[src/rtl/rom_loader.sv]
// rom_loader: assembles downloaded bytes into 32-bit words and writes them to SDRAM.
// Define ROM_LOADER_CHECKSUM_EN to build the additive byte checksum; otherwise checksum is 0.

module rom_loader (
  input  logic        clk,
  input  logic        reset_n,
  input  logic        ioctl_download,
  input  logic        ioctl_wr,
  input  logic [24:0] ioctl_addr,
  input  logic [7:0]  ioctl_data,
  output logic [22:0] sdram_addr,
  output logic [31:0] sdram_data,
  output logic        sdram_we,
  output logic        sdram_req,
  input  logic        sdram_ack,
  output logic        busy,
  output logic        done,
  output logic        overflow,
  output logic [7:0]  checksum
);

  typedef enum logic [1:0] {S_IDLE, S_ACTIVE, S_FLUSH, S_DONE} state_e;

  state_e          state_q, state_d;
  logic            dl_q;
  logic [3:0][7:0] asm_q, asm_d;
  logic [3:0]      lanes_q, lanes_d;
  logic [22:0]     last_addr_q, last_addr_d;
  logic            pend_full_q, pend_full_d;
  logic [22:0]     pend_addr_q, pend_addr_d;
  logic [31:0]     pend_data_q, pend_data_d;
  logic            out_full_q, out_full_d;
  logic [22:0]     out_addr_q, out_addr_d;
  logic [31:0]     out_data_q, out_data_d;
  logic            req_q, req_d;
  logic            ovf_q, ovf_d;

  logic        enter_active, ack_take, load, pend_free, push;
  logic [22:0] push_addr;
  logic [31:0] push_data;

  assign enter_active = (state_q == S_IDLE || state_q == S_DONE) && ioctl_download && !dl_q;
  assign ack_take     = req_q && sdram_ack;
  // The output stage holds the word on the bus; the pending register queues one more behind it.
  assign load         = pend_full_q && (!out_full_q || ack_take);
  assign pend_free    = !pend_full_q || load;

  // NOTE: every signal gets its default first so no path through this block infers a latch.
  always_comb begin
    state_d     = state_q;
    asm_d       = asm_q;
    lanes_d     = lanes_q;
    last_addr_d = last_addr_q;
    pend_full_d = pend_full_q;
    pend_addr_d = pend_addr_q;
    pend_data_d = pend_data_q;
    out_full_d  = out_full_q;
    out_addr_d  = out_addr_q;
    out_data_d  = out_data_q;
    req_d       = req_q;
    ovf_d       = ovf_q;
    push        = 1'b0;
    push_addr   = '0;
    push_data   = '0;

    // An ack that hands over a queued word drops req for one cycle before re-raising it.
    if (load) begin
      out_addr_d  = pend_addr_q;
      out_data_d  = pend_data_q;
      out_full_d  = 1'b1;
      pend_full_d = 1'b0;
      req_d       = !out_full_q;
    end else if (ack_take) begin
      out_full_d = 1'b0;
      req_d      = 1'b0;
    end else if (out_full_q && !req_q) begin
      req_d = 1'b1;
    end

    case (state_q)
      S_IDLE, S_DONE: begin
        if (enter_active) begin
          state_d = S_ACTIVE;
          ovf_d   = 1'b0;
          lanes_d = '0;
          asm_d   = '0;
        end
      end
      S_ACTIVE: begin
        if (ioctl_wr) begin
          asm_d[ioctl_addr[1:0]]   = ioctl_data;
          lanes_d[ioctl_addr[1:0]] = 1'b1;
          last_addr_d              = ioctl_addr[24:2];
          if (ioctl_addr[1:0] == 2'd3) begin
            push      = 1'b1;
            push_addr = ioctl_addr[24:2];
            push_data = asm_d;
          end
        end
        if (!ioctl_download) state_d = S_FLUSH;
      end
      S_FLUSH: begin
        if (|lanes_q) begin
          if (pend_free) begin
            push      = 1'b1;
            push_addr = last_addr_q;
            push_data = asm_q;
          end
        end else if (!pend_full_q && !out_full_q) begin
          state_d = S_DONE;
        end
      end
      default: state_d = S_IDLE;
    endcase

    // A completed word leaves the assembly register whether it is queued or lost.
    if (push) begin
      lanes_d = '0;
      asm_d   = '0;
      if (pend_free) begin
        pend_full_d = 1'b1;
        pend_addr_d = push_addr;
        pend_data_d = push_data;
      end else begin
        ovf_d = 1'b1;
      end
    end
  end

  // NOTE: state registers use non-blocking assignments so every flop samples pre-edge values.
  always_ff @(posedge clk or negedge reset_n) begin
    if (!reset_n) begin
      state_q     <= S_IDLE;
      dl_q        <= 1'b0;
      asm_q       <= '0;
      lanes_q     <= '0;
      last_addr_q <= '0;
      pend_full_q <= 1'b0;
      pend_addr_q <= '0;
      pend_data_q <= '0;
      out_full_q  <= 1'b0;
      out_addr_q  <= '0;
      out_data_q  <= '0;
      req_q       <= 1'b0;
      ovf_q       <= 1'b0;
    end else begin
      state_q     <= state_d;
      dl_q        <= ioctl_download;
      asm_q       <= asm_d;
      lanes_q     <= lanes_d;
      last_addr_q <= last_addr_d;
      pend_full_q <= pend_full_d;
      pend_addr_q <= pend_addr_d;
      pend_data_q <= pend_data_d;
      out_full_q  <= out_full_d;
      out_addr_q  <= out_addr_d;
      out_data_q  <= out_data_d;
      req_q       <= req_d;
      ovf_q       <= ovf_d;
    end
  end

  assign sdram_addr = out_addr_q;
  assign sdram_data = out_data_q;
  assign sdram_req  = req_q;
  assign sdram_we   = req_q;
  assign busy       = (state_q == S_ACTIVE) || (state_q == S_FLUSH);
  assign done       = (state_q == S_DONE);
  assign overflow   = ovf_q;

`ifdef ROM_LOADER_CHECKSUM_EN
  logic [7:0] cs_q, cs_d;

  always_comb begin
    cs_d = cs_q;
    if (enter_active)                          cs_d = '0;
    else if (state_q == S_ACTIVE && ioctl_wr)  cs_d = cs_q + ioctl_data;
  end

  always_ff @(posedge clk or negedge reset_n) begin
    if (!reset_n) cs_q <= '0;
    else          cs_q <= cs_d;
  end

  assign checksum = cs_q;
`else
  assign checksum = 8'h00;
`endif

endmodule

[config.mk]
export PLATFORM = sky130hd
export DESIGN_NAME = rom_loader
export DESIGN_NICKNAME = d
export VERILOG_FILES = /design/src/rtl/rom_loader.sv
export SDC_FILE = /design/constraint.sdc
export NUM_CORES = 1
export LEC_CHECK = 0
export ABC_AREA = 1
export CORE_ASPECT_RATIO = 1.5
export CORE_MARGIN = 2
export CORE_UTILIZATION = 30
export DETAILED_ROUTE_END_ITERATION = 6
export PLACE_DENSITY = 0.51
export SYNTH_ARGS = -nofsm -noshare
export SYNTH_HDL_FRONTEND = slang
export SYNTH_SLANG_ARGS = --single-unit
[constraint.sdc]
create_clock -name clk -period 3.1 [get_ports clk]
set_input_delay 0.465 -clock clk [delete_from_list [all_inputs] [get_ports clk]]
set_output_delay 0.465 -clock clk [all_outputs]
set_load 0.005 [all_outputs]
==> flow_metrics.env, run 1 <==
export IMPL_hold_ws_ns=0.0442
export IMPL_nets=1080
export IMPL_antenna_found_initial=0
export IMPL_cts_htree_levels=4
export IMPL_drt_wirelength_per_cell_um=15.4
export IMPL_cts_buffers=17
export IMPL_power_density_nw_per_um2=1010
export IMPL_clock_sinks=176
export IMPL_track_usage=0.159
export IMPL_placementRows=73
export IMPL_clock_latency_ns=0.43
export IMPL_fp_dieW_um=138
export IMPL_synth_top_cell_area_share=0.547
export IMPL_synth_edff_count=0
export IMPL_postPlaceCellArea_um2=9280
export IMPL_drc=0
export IMPL_rsz0062_at_grt="no"
export IMPL_grt_pass1_wl_um=34600
export IMPL_synth_seq_cells=176
export IMPL_final_common_cell="nand2_1"
export IMPL_netlist_instances=970
export IMPL_clk_pin_slew_ns=0.06
export IMPL_post_cts_setup_buffer_count=0
export IMPL_yosys_warnings=0
export IMPL_required_ns=2.63
export IMPL_hp_class="in2async"
export IMPL_die_y_um=205
export IMPL_period_needed_ns=2.44
export IMPL_first_global_vias=6442
export IMPL_worst_setup_path_start_kind="flip-flop"
export IMPL_setup_viol=0
export IMPL_path_class="reg2out"
export IMPL_synth_cell_types=24
export IMPL_yosys_top_cells_area="dfrtp_1 (55%), nand2_1 (11%), o21ai_0 (7.1%), nor2_1 (4.6%), inv_1 (3.7%)"
export IMPL_antenna_left=0
export IMPL_finalMaxSlewViolations=0
export IMPL_final_cell_mix="nand2_1 (234), dfrtp_1 (176), o21ai_0 (115)"
export IMPL_cap_viol_max_count=0
export IMPL_dieArea_um2=28200
export IMPL_leakage_nw=4.78
export IMPL_finalHoldViolations=0
export IMPL_ios=106
export IMPL_vias=6662
export IMPL_synthArstFlopShare=1.00
export IMPL_routed_wl_um=21300
export IMPL_status="finished clean"
export IMPL_routed_via_density=4.80
export IMPL_fin_crit_sh=0.786
export IMPL_ys_seq_area_frac=0.547
export IMPL_syn_to_final_growth_pct=23.0
export IMPL_hpwl_um=13600
export IMPL_skew_ns=0.0106
export IMPL_internal_power_w=0.00635
export IMPL_insertedDiodeCount=0
export IMPL_switching_share=0.369
export IMPL_cp_arrival_ns=1.97
export IMPL_worst_pin_slew_ns=0.979
export IMPL_finalSetupTns_ns=0
export IMPL_worst_setup_path_end_kind="output port"
export IMPL_overflow=0
export IMPL_initial_core_util=0.304
export IMPL_max_vdd_ir_drop_mv=0.446
export IMPL_p_seq_frac=0.388
export IMPL_cts_tree="built"
export IMPL_syn_area_um2=8060
export IMPL_place_gp_congestion=0.756
export IMPL_cts_root_buf="clkbuf_16"
export IMPL_ctsLongestPathBuffers=2
export IMPL_crit_fanout=5
export IMPL_drt_iter0_markers=549
export IMPL_p_sw_w=0.00371
export IMPL_drive_above_1_share=0.0571
export IMPL_ctsResizeCount=0
export IMPL_fin_area_um2=9910
export IMPL_drt_pass1_iter_count=5
export IMPL_fmax_mhz=411
export IMPL_max_slew_margin_rel=0.347
export IMPL_design_core_area_um2=26500
export IMPL_synth_top_cell_by_area="dfrtp_1"
export IMPL_cts_hold_buffers=0
export IMPL_p_clk_frac=0.227
export IMPL_syn_area_per_cell_um2=8.31
export IMPL_grt_max_degree=111
export IMPL_fillCellCount=2770
export IMPL_p_comb_frac=0.385
export IMPL_synth_main_ff_cell="dfrtp_1"
export IMPL_port_buffers=97
-- final timing paths --
| path | end | cells past startpoint | slack, ns | from |
|---|---|---|---|---|
| min in group clk | asm_q[29] | 2 | 0.48 | asm_q[29] |
| worst max-delay path | busy | 4 | 0.66 | state_q[0] |
| worst min-delay path | sdram_data[17] | 1 | 0.04 | reset_n |
| worst min register to register | asm_q[29] | 2 | 0.48 | asm_q[29] |
| max in group asynchronous | pend_addr_q[1] | 2 | 2.26 | reset_n |
| worst max register to register | pend_addr_q[4] | 10 | 0.90 | state_q[1] |
-- flip-flops by register name, indices dropped and copies added, names as in the netlist --
| name | flops |
|---|---|
| overflow | 1 |
| sdram_req | 1 |
| pend_full_q | 1 |
| dl_q | 1 |
| asm_q | 32 |
| pend_addr_q | 23 |
| sdram_addr | 23 |
| state_q | 2 |
| sdram_data | 32 |
| lanes_q | 4 |
| out_full_q | 1 |
| pend_data_q | 32 |
| last_addr_q | 23 |
-- final cells by class --
cell class / count / area, µm² / share of cell area
clock inverters: 7 / 123 / 0.0124
repair buffers: 116 / 1150 / 0.116
clock buffers: 25 / 505 / 0.0510
flip-flops and latches: 176 / 4400 / 0.445
inverters: 83 / 312 / 0.0314
well taps: 337 / 422 / 0.0426
multi-input cells: 644 / 2990 / 0.302
-- per-layer routing --
layer	global-route usage	vias up	routed length [µm]
met3	0.0304	27	1010
li1	-	3266	-
met2	0.257	190	10500
met4	0.0565	0	439
met1	0.211	3179	9410
met5	0	-	0
-- critical path, cell delays in order (launching register included) --
cell and delay (ns):
dfrtp_1 0.42, inv_1 0.08, ha_2 0.28, inv_1 0.19, clkdlybuf4s50_1 0.57
-- synth_stat cells (3+ instances only) --
library cell and number:
a211oi_1 8, a21oi_1 59, buf_2 20, buf_4 13, buf_6 6, clkbuf_1 33, dfrtp_1 176, ha_1 4
inv_1 80, nand2_1 235, nand2_2 3, nand3_1 48, nand3_2 3, nand4_1 36, nor2_1 98, o21a_1 16
o21ai_0 115, o22ai_1 8
-- through the flow --
stage | utilization | total power, W | cells | setup slack [ns]
3_5_place_dp | 0.350 | 0.00787 | 1356 | 0.600
3_3_place_gp | 0.350 | 0.00778 | 1356 | 0.597
5_1_grt | 0.374 | 0.0109 | 1388 | 0.534
6_report | 0.374 | 0.0101 | 1388 | 0.665
4_1_cts | 0.374 | 0.0102 | 1388 | 0.629
2_1_floorplan | - | 0.00626 | 977 | 1.37
-- power groups by stage --
stage	clock network, W	registers (W)	logic [W]
after floorplan	0	0.00387	0.00239
after global placement	0	0.00391	0.00387
after detailed placement	0	0.00394	0.00393
after CTS	0.00236	0.00390	0.00394
after global routing	0.00244	0.00403	0.00442
final	0.00228	0.00390	0.00387
-- cells by family after synthesis --
family                     count (synthesis)  share of synthesized area
other                                      1                   0.000465
DFF                                      176                      0.547
adders and majority gates                  4                    0.00621
AOI/OAI and AO/OA                        209                      0.140
buffers and inverters                    157                     0.0879
and+or+nand+nor                          423                      0.219
Power figures use the tool's default switching activity.
==> inputs of run 2 (changes only) <==
--- a/config.mk
+++ b/config.mk
@@ -10,7 +10,7 @@
 export CORE_MARGIN = 2
 export CORE_UTILIZATION = 30
 export DETAILED_ROUTE_END_ITERATION = 6
-export PLACE_DENSITY = 0.51
+export PLACE_DENSITY = 0.52
 export SYNTH_ARGS = -nofsm -noshare
 export SYNTH_HDL_FRONTEND = slang
 export SYNTH_SLANG_ARGS = --single-unit
==> constraint.sdc (replaced) <==
create_clock -name clk -period 2.1 [get_ports clk]
set_input_delay 0.315 -clock clk [delete_from_list [all_inputs] [get_ports clk]]
set_output_delay 0.315 -clock clk [all_outputs]
set_load 0.005 [all_outputs]
==> run 2 against run 1 <==
- count of clock-buffer cells in the layout shrank 5
- final area rose by 2.7%
- utilization grew 1.0 points
- first-iteration DRC count shrank 6.7%
- hold slack better by 0.31 ns
- non-clock buffer count up 24
- total power increased by 49%
- flip-flop and latch count unchanged
- sequential share of layout area is 1.2 points lower
- via count up 1.2%
- die area unchanged
- largest cell class unchanged
==> flow_metrics.env, run 2 (same netlist as run 1, synthesis figures left out) <==
export IMPL_finalPower_w=0.0150
export IMPL_dp_slack_ns=0.0658
export IMPL_port_buffers=97
export IMPL_fin_util=0.384
export IMPL_dieArea_um2=28200
export IMPL_max_vdd_ir_drop_mv=0.606
export IMPL_layout_setup_ws_ns=0.172
export IMPL_finalSetupTns_ns=0
export IMPL_cts_tree="built"
export IMPL_reg2reg_to="pend_data_q[5]"
export IMPL_leakage_nw=4.94
export IMPL_antenna_left=0
export IMPL_initial_core_util=0.304
export IMPL_crit_path_max_incr_delay_ns=0.44
export IMPL_fp_dieW_um=138
export IMPL_syn_to_final_growth_pct=26.3
export IMPL_antenna_found_initial=0
export IMPL_clock_latency_ns=0.43
export IMPL_required_ns=1.78
export IMPL_placementRows=73
export IMPL_place_gp_congestion=0.796
export IMPL_clk_pin_slew_ns=0.07
export IMPL_r2r_slack_ns=0.22
export IMPL_hold_ws_ns=0.351
export IMPL_seq_area_um2=4400
export IMPL_die_y_um=205
export IMPL_nets=1104
export IMPL_ctsLongestPathBuffers=2
export IMPL_fin_crit_sh=0.918
export IMPL_cp_cell_sequence="buf_4 > ha_1 > clkdlybuf4s50_1"
export IMPL_skew_ns=0.0109
export IMPL_slowest_stage="clkdlybuf4s50_1"
export IMPL_crit_path_end="done"
export IMPL_insertedDiodeCount=0
export IMPL_vias=6741
export IMPL_finalHoldViolations=0
export IMPL_cts_root_buf="clkbuf_16"
export IMPL_routed_wl_um=21200
export IMPL_hp_class="in2async"
export IMPL_track_usage=0.157
export IMPL_period_needed_ns=1.93
export IMPL_final_common_cell="nand2_1"
export IMPL_cts_htree_levels=4
export IMPL_hpwl_um=14100
export IMPL_finalMaxSlewViolations=0
export IMPL_drt_iter0_markers=512
export IMPL_grt_max_degree=111
export IMPL_fillCellCount=2723
export IMPL_ios=106
export IMPL_power_density_nw_per_um2=1470
export IMPL_crit_fanout=4
export IMPL_overflow=0
export IMPL_drt_pass1_iter_count=5
export IMPL_first_global_vias=6516
export IMPL_fmax_mhz=519
export IMPL_worst_setup_path_end_kind="output port"
export IMPL_worst_setup_path_start_kind="flip-flop"
export IMPL_setup_viol=0
export IMPL_drive_above_1_share=0.0792
export IMPL_multi_input_area_um2=2990
export IMPL_drc=0
export IMPL_rsz0062_at_grt="no"
export IMPL_routed_via_density=4.78
export IMPL_reg2reg_from="state_q[1]"
export IMPL_design_core_area_um2=26500
export IMPL_cp_arrival_ns=1.61
export IMPL_r2r_cells=10
export IMPL_clock_sinks=176
export IMPL_final_cell_mix="nand2_1 (234), dfrtp_1 (176), o21ai_0 (115)"
export IMPL_status="finished clean"
export IMPL_grt_pass1_wl_um=34600
export IMPL_cap_viol_max_count=0
export IMPL_path_class="reg2out"
export IMPL_drt_wirelength_per_cell_um=15.1
export IMPL_crit_start="state_q[0]"
export IMPL_cts_buffers=17
[run 2: changes by cell type in the layout (fill, tap and decap cells not counted), moves of 2 or more]
cell,delta
buf_4,+14
clkbuf_1,-2
clkinvlp_4,-2
clkinv_2,+4
buf_12,+8
clkbuf_8,-3
[run 2: worst min-delay path by stage]
stage,start,to,cells past startpoint
after floorplan,reset_n,asm_q[0],0
after global placement,reset_n,sdram_data[15],1
after detailed placement,reset_n,sdram_data[15],1
after CTS,reset_n,sdram_data[15],2
after global routing,reset_n,sdram_data[15],2
final,reset_n,sdram_data[15],2
[run 2: layout make-up]
class / count / area share
tap: 337 / 0.0414
sequential: 176 / 0.433
clock buffer: 20 / 0.0449
multi-input combinational: 644 / 0.294
timing repair buffer: 140 / 0.143
clock inverter: 10 / 0.0134
inverter: 83 / 0.0306
[run 2: worst max-delay path: cells and delay by family (launching register included)]
kind                       cells  cell delay, ns
DFF                            1            0.38
adders and majority gates      1            0.21
buffers and inverters          2            0.59
[run 2: where the power goes]
| part | internal [W] | switching [W] |
|---|---|---|
| clock network | 0.00192 | 0.00133 |
| registers | 0.00500 | 0.000764 |
| logic | 0.00260 | 0.00340 |
| total | 0.00952 | 0.00549 |
[run 2: repair_timing]
action,in CTS,in global routing
buffers inserted,1,0
hold endpoints to repair,33,0
gates resized for setup,2,2
hold buffers,1,0
endpoints found under the setup margin,1,1
[run 2: layer usage]
| layer | track usage | routed length [µm] | share of wire |
|---|---|---|---|
| met5 | 0 | 0 | 0 |
| met4 | 0.0692 | 664 | 0.031 |
| met3 | 0.0265 | 982 | 0.046 |
| met2 | 0.258 | 10500 | 0.50 |
| met1 | 0.202 | 9060 | 0.43 |
[run 2: per-stage QoR]
| stage | area, µm² | instances |
|---|---|---|
| 3_3_place_gp | 9560 | 1378 |
| 6_report | 10200 | 1410 |
| 4_1_cts | 10200 | 1410 |
| 2_1_floorplan | 8080 | 977 |
| 3_5_place_dp | 9560 | 1378 |
| 5_1_grt | 10200 | 1410 |
